`src/rtl/my_adder_pkg.sv`:
```
// Shared definitions for the serial adder: state encoding and default operand width.
package my_adder_pkg;

  localparam logic [1:0]  ST_IDLE       = 2'd0;
  localparam logic [1:0]  ST_RUN        = 2'd1;
  localparam logic [1:0]  ST_DONE       = 2'd2;
  localparam int unsigned ADD_WIDTH_DEF = 8;

  typedef enum logic [1:0] {
    SA_IDLE = ST_IDLE,
    SA_RUN  = ST_RUN,
    SA_DONE = ST_DONE
  } sa_state_e;

endpackage

```
`src/rtl/my_serial_adder_if.sv`:
```
// Request/result bundle of the bit-serial adder; Ov exists only when SERIAL_ADD_OVF_EN is defined.
interface my_serial_adder_if
  import my_adder_pkg::*;
#(
  parameter int unsigned WIDTH = ADD_WIDTH_DEF
);

  logic             start;
  logic [WIDTH-1:0] A;
  logic [WIDTH-1:0] B;
  logic             Ci;
  logic             busy;
  logic             done;
  logic [WIDTH-1:0] S;
  logic             Co;
`ifdef SERIAL_ADD_OVF_EN
  logic             Ov;
`endif

  modport master (
    output start, A, B, Ci,
`ifdef SERIAL_ADD_OVF_EN
    input  Ov,
`endif
    input  busy, done, S, Co
  );

  modport slave (
    input  start, A, B, Ci,
`ifdef SERIAL_ADD_OVF_EN
    output Ov,
`endif
    output busy, done, S, Co
  );

endinterface

```
`src/rtl/my_fadder2.sv`:
```
// Single-bit combinational full adder cell.
module my_fadder2 (
  input  logic a,
  input  logic b,
  input  logic ci,
  output logic s,
  output logic co
);

  assign s  = a ^ b ^ ci;
  assign co = (a & b) | (a & ci) | (b & ci);

endmodule

```
`src/rtl/my_serial_adder.sv`:
```
// Bit-serial WIDTH-bit adder, LSB first, one full-adder stage per clock.
// Optional signed-overflow output Ov under macro SERIAL_ADD_OVF_EN.
module my_serial_adder
  import my_adder_pkg::*;
#(
  parameter int unsigned WIDTH = ADD_WIDTH_DEF
) (
  input  logic            clk,
  input  logic            rst_n,
  my_serial_adder_if.slave bus
);

  localparam int unsigned CNT_W = $clog2(WIDTH);

  sa_state_e        state_q, state_d;
  logic [WIDTH-1:0] a_sr, b_sr, s_sr;
  logic             cy;
  logic [CNT_W-1:0] cnt;
  logic             fa_s, fa_co;
  logic             load_c, run_c, last_c;
  logic             busy_q, done_q, co_q;
  logic [WIDTH-1:0] s_q;

  my_fadder2 fa0 (
    .a  (a_sr[0]),
    .b  (b_sr[0]),
    .ci (cy),
    .s  (fa_s),
    .co (fa_co)
  );

  always_ff @(posedge clk or negedge rst_n) begin
    if (!rst_n) state_q <= SA_IDLE;
    else        state_q <= state_d;
  end

  // Next state and datapath strobes
  always_comb begin
    state_d = state_q;
    load_c  = 1'b0;
    run_c   = 1'b0;
    last_c  = 1'b0;
    case (state_q)
      SA_IDLE: begin
        if (bus.start) begin
          load_c  = 1'b1;
          state_d = SA_RUN;
        end
      end
      SA_RUN: begin
        run_c = 1'b1;
        if (cnt == CNT_W'(WIDTH - 1)) begin
          last_c  = 1'b1;
          state_d = SA_DONE;
        end
      end
      SA_DONE: begin
        if (bus.start) begin
          load_c  = 1'b1;
          state_d = SA_RUN;
        end else begin
          state_d = SA_IDLE;
        end
      end
      default: state_d = SA_IDLE;
    endcase
  end

  always_ff @(posedge clk or negedge rst_n) begin
    if (!rst_n) begin
      a_sr   <= '0;
      b_sr   <= '0;
      s_sr   <= '0;
      cy     <= 1'b0;
      cnt    <= '0;
      busy_q <= 1'b0;
      done_q <= 1'b0;
      s_q    <= '0;
      co_q   <= 1'b0;
    end else begin
      busy_q <= (state_d == SA_RUN);
      done_q <= last_c;
      if (load_c) begin
        a_sr <= bus.A;
        b_sr <= bus.B;
        cy   <= bus.Ci;
        cnt  <= '0;
        s_sr <= '0;
      end else if (run_c) begin
        a_sr <= {1'b0, a_sr[WIDTH-1:1]};
        b_sr <= {1'b0, b_sr[WIDTH-1:1]};
        s_sr <= {fa_s, s_sr[WIDTH-1:1]};
        cy   <= fa_co;
        cnt  <= cnt + CNT_W'(1);
      end
      // Result registers only move on the last bit, so they are never partial
      if (last_c) begin
        s_q  <= {fa_s, s_sr[WIDTH-1:1]};
        co_q <= fa_co;
      end
    end
  end

`ifdef SERIAL_ADD_OVF_EN
  logic ov_q;

  // Carry into the MSB differs from carry out of it on signed overflow
  always_ff @(posedge clk or negedge rst_n) begin
    if (!rst_n)      ov_q <= 1'b0;
    else if (last_c) ov_q <= cy ^ fa_co;
  end

  assign bus.Ov = ov_q;
`endif

  assign bus.busy = busy_q;
  assign bus.done = done_q;
  assign bus.S    = s_q;
  assign bus.Co   = co_q;

endmodule
```
`src/flat_wrapper.sv`:
```
// flat-port wrapper written by rule: the top's interface ports become plain ports
module my_serial_adder_flat import my_adder_pkg::*;
#(
  parameter int unsigned WIDTH = ADD_WIDTH_DEF
)
  (clk, rst_n, bus_start, bus_A, bus_B, bus_Ci, bus_busy, bus_done, bus_S, bus_Co);
  my_serial_adder_if #(.WIDTH(WIDTH)) bus_i ();
  input  logic clk;
  input  logic rst_n;
  input wire logic [$bits(bus_i.start)-1:0] bus_start;
  input wire logic [$bits(bus_i.A)-1:0] bus_A;
  input wire logic [$bits(bus_i.B)-1:0] bus_B;
  input wire logic [$bits(bus_i.Ci)-1:0] bus_Ci;
  output wire logic [$bits(bus_i.busy)-1:0] bus_busy;
  output wire logic [$bits(bus_i.done)-1:0] bus_done;
  output wire logic [$bits(bus_i.S)-1:0] bus_S;
  output wire logic [$bits(bus_i.Co)-1:0] bus_Co;
  assign bus_i.start = bus_start;
  assign bus_i.A = bus_A;
  assign bus_i.B = bus_B;
  assign bus_i.Ci = bus_Ci;
  assign bus_busy = bus_i.busy;
  assign bus_done = bus_i.done;
  assign bus_S = bus_i.S;
  assign bus_Co = bus_i.Co;
  my_serial_adder #(.WIDTH(WIDTH)) u_core (.clk(clk), .rst_n(rst_n), .bus(bus_i));
endmodule
```
`config.mk`:
```
export PLATFORM = sky130hd
export DESIGN_NAME = my_serial_adder_flat
export DESIGN_NICKNAME = d
export VERILOG_FILES = /design/src/rtl/my_adder_pkg.sv /design/src/rtl/my_serial_adder_if.sv /design/src/rtl/my_fadder2.sv /design/src/rtl/my_serial_adder.sv /design/src/flat_wrapper.sv
export SDC_FILE = /design/constraint.sdc
export NUM_CORES = 1
export LEC_CHECK = 0
export BUFFER_PORTS_ARGS = -buffer_cell sky130_fd_sc_hd__buf_2
export CORE_ASPECT_RATIO = 0.8
export CORE_UTILIZATION = 40
export CTS_BUF_LIST = sky130_fd_sc_hd__clkbuf_8
export CTS_CLUSTER_SIZE = 40
export DETAILED_ROUTE_END_ITERATION = 10
export PLACE_DENSITY = 0.59
export REMOVE_ABC_BUFFERS = 1
export SLEW_MARGIN = 10
export SYNTH_ARGS = -nofsm -noshare
export SYNTH_HDL_FRONTEND = slang
export SYNTH_SLANG_ARGS = --single-unit
export TNS_END_PERCENT = 50
```
`constraint.sdc`:
```
create_clock -name clk -period 2.8 [get_ports clk]
set_input_delay 0.7 -clock clk [delete_from_list [all_inputs] [get_ports clk]]
set_output_delay 0.7 -clock clk [all_outputs]
set_load 0.02 [all_outputs]
```
==> impl_metrics.csv <==
group,metric,value,unit
min_path,min_from,"u_core.bus.Co",
min_path,holdPathStages,2,
min_path,min_to,"u_core.bus.Co",
power_and_ir_drop,power_density,1180,nW/um^2
detailed_routing,antenna_left,0,
critical_path,worstReg2RegStart,"u_core.state_q[0]",
power_and_ir_drop,p_int,1570,uW
critical_path,cp.required,2990,ps
clock_tree,clock-sinks,40,
logic_synthesis,synth_edf_count,0,
clock_tree,holdBufCountCts,0,
place,place.gp.congestion,0.695,
critical_path,rr_worst_depth,3,
clock_tree,cts_buffers,5,
critical_path,cpPeakStageDelay,840,ps
critical_path,path_cells,"nor2b_2 -> nor2_1 -> a22o_1",
detailed_routing,vias_per_cell,5.19,
critical_path,critical_path_arrival,2130,ps
global_route,track_usage,16.6,%
global_route,grt_pass1_vias,1266,
logic_synthesis,synth.area.top_cells,"dfrtp_1 (55%), a22o_1 (5.8%), mux2_2 (4.9%), o22ai_1 (4.1%), buf_6 (3.7%)",
logic_synthesis,post_synth.cell_area_avg,12.1,um^2
die,ios,31,
logic_synthesis,synthesis.area,1820,um^2
sta,fmax,516,MHz
critical_path,setup.worst_path.class,"flop to flop",
power_and_ir_drop,power.switching,870,uW
layout,diodes,0,
place,dpl-instance-area,1950,um^2
sta,tightest_slew,866,ps
clock_tree,cts-resized-gates,0,
min_path,hold_path.class,"flop to flop",
detailed_routing,vias,1225,
logic_synthesis,ys_ff_latch,40,
clock_tree,cts-root-buf,"clkbuf_8",
global_route,grt_overflow,0,
clock_tree,clk_latency,300,ps
die,rows,21,
detailed_routing,drt_pre_antenna_iters,4,
power_and_ir_drop,finalPower,2440,uW
flow_run,maxCapViolCount,0,
detailed_routing,wl_met2,1510,um
sta,finalWorstSetupSlack,861,ps
critical_path,cp_num_buf_inv,0,
logic_synthesis,synth_top_area_cell,"dfrtp_1",
status,status,"finished clean",
global_route,antenna_found_initial,0,
die,coreArea,4280,um^2
logic_synthesis,yosysTopAreaCellShare,55.0,%
layout,final_area,2070,um^2
die,dieArea,4830,um^2
place,portBuffers,30,
power_and_ir_drop,p_clk_share,20.5,%
critical_path,slowest_stage,"dfrtp_1",
sta,finalCriticalPeriod,1940,ps
die,start_util,42.5,%
detailed_routing,route.detailed.wl_per_inst,14.4,um
power_and_ir_drop,p_comb_share,37.0,%
power_and_ir_drop,p_leak,0.00101,uW
layout,syn2layout_area_growth,13.7,%
critical_path,start_kind,"flop",
logic_synthesis,ys.flop_type,"dfrtp_1",
logic_synthesis,ys_warn_count,0,
critical_path,crit_family,"flip-flops",
logic_synthesis,async_flop_share,100,%
detailed_routing,top_layer_used,"met4",
sta,slew_violations,0,
die,die_h,62.3,um
sta,finalCritPeriodShare,69.3,%
sta,fin_tns_setup,0,ps
sta,skew,9.08,ps
global_route,grt_pass1_wl,6120,um
clock_tree,post_cts_buffers,0,
critical_path,endpoint_kind,"flop",
detailed_routing,drt_iter0_markers,85,
power_and_ir_drop,power_frac_seq,42.5,%
sta,hold_viol_final,0,
sta,setup_viol,0,
place,dp_slack,850,ps
logic_synthesis,synth.distinct_cells,26,
detailed_routing,finalWirelength,3390,um
sta,rsz0062_at_grt,"no",
logic_synthesis,synthTopCellsByCount,"dfrtp_1 (40), nor2_1 (14), a22o_1 (12), nor3_1 (12), o22ai_1 (12)",
layout,fin_nets,201,
clock_tree,clk_pin_slew,80,ps
critical_path,cp.depth,3,
critical_path,reg2reg_slack,860,ps
clock_tree,tritoncts,"done",
power_and_ir_drop,peakVddDrop,0.486,mV
global_route,grt_max_degree,41,
logic_synthesis,yosysMostFrequentCell,"dfrtp_1",
power_and_ir_drop,swShare,35.7,%
layout,drive_gt1_share,31.3,%
die,fp.dieW,77.4,um
critical_path,path_max_fanout,21,
place,place_hpwl,2230,um
sta,maxSlewHeadroom,42.3,%
detailed_routing,wl_met3,106,um
logic_synthesis,syn_inst,151,
detailed_routing,wl_met1,1690,um
clock_tree,htree_levels,2,
critical_path,r2r-end,"u_core.s_sr[2]",
clock_tree,max-clock-path-buffers,2,
logic_synthesis,seq_area_frac_synth,55.0,%
detailed_routing,drc,0,
## tightest hold or removal path, cell delays in order, from the launching register on
cell and delay [ps]:
dfrtp_1 340, nand2_1 50, o21ai_0 70
## logic make-up after synthesis
logic type               share of synthesized area, %
adder cells (fa/ha/maj)                          2.47
AND/OR/NAND/NOR                                  12.0
XOR/XNOR                                        0.481
AO/OA/AOI/OAI                                    13.9
flip-flops                                       55.0
buffers and inverters                            6.32
multiplexers                                     9.90
## state kept, by name (all words and copies together), names as in the netlist, 2 cells and up
signal and flops:
u_core.a_sr 8, u_core.b_sr 8, u_core.bus.S 8, u_core.cnt 3, u_core.s_sr 7, u_core.state_q 2
## metal layers
layer,global-route usage (%),vias up
met5,0,-
met4,8.49,0
met3,3.97,8
met2,24.4,27
met1,22.7,595
li1,-,595
## cell usage in the layout (no fill, tap or decap), types with 2 or more instances in the layout
master / instances
a22o_1: 12
nor3_1: 12
mux2_2: 8
inv_1: 6
a21oi_1: 4
mux2i_1: 3
a211oi_1: 3
ha_1: 2
clkbuf_8: 6
o21ai_0: 6
nor2_1: 14
mux2_4: 4
nand2_1: 4
dfrtp_1: 40
buf_2: 30
nor2b_1: 3
o22ai_1: 12
## power groups by stage
| stage | Clock (uW) | Sequential [uW] | Combinational, uW |
|---|---|---|---|
| 6_report | 501 | 1040 | 903 |
| 5_1_grt | 548 | 1080 | 1010 |
| 4_1_cts | 520 | 1040 | 913 |
| 3_5_place_dp | 0 | 1050 | 912 |
| 3_3_place_gp | 0 | 1040 | 880 |
| 2_1_floorplan | 0 | 1070 | 619 |
## area by class of cell
cell class                      count  area, um^2
Clock inverter                      2        38.8
Fill cell                         406        2210
Inverter                            6        22.5
Multi-Input combinational cell     95         704
Clock buffer                        6        82.6
Sequential cell                    40        1000
Tap cell                           57        71.3
Timing Repair Buffer               30         150
## worst max-delay path by stage
stage,start,end,slack [ps]
after floorplan,u_core.state_q[0],u_core.a_sr[7],1190
after global placement,u_core.state_q[0],u_core.s_sr[2],950
after detailed placement,u_core.state_q[0],u_core.b_sr[7],850
after CTS,u_core.state_q[0],u_core.b_sr[7],850
after global routing,u_core.state_q[0],u_core.b_sr[7],730
final,u_core.state_q[0],u_core.s_sr[2],860
## through the flow
| stage | util (%) | hold slack, ps | instances |
|---|---|---|---|
| 2_1_floorplan | - | 404 | 141 |
| 3_3_place_gp | 45.5 | 466 | 228 |
| 3_5_place_dp | 45.5 | 477 | 228 |
| 4_1_cts | 48.3 | 497 | 236 |
| 5_1_grt | 48.3 | 530 | 236 |
| 6_report | 48.3 | 489 | 236 |
Power figures use the tool's default switching activity.
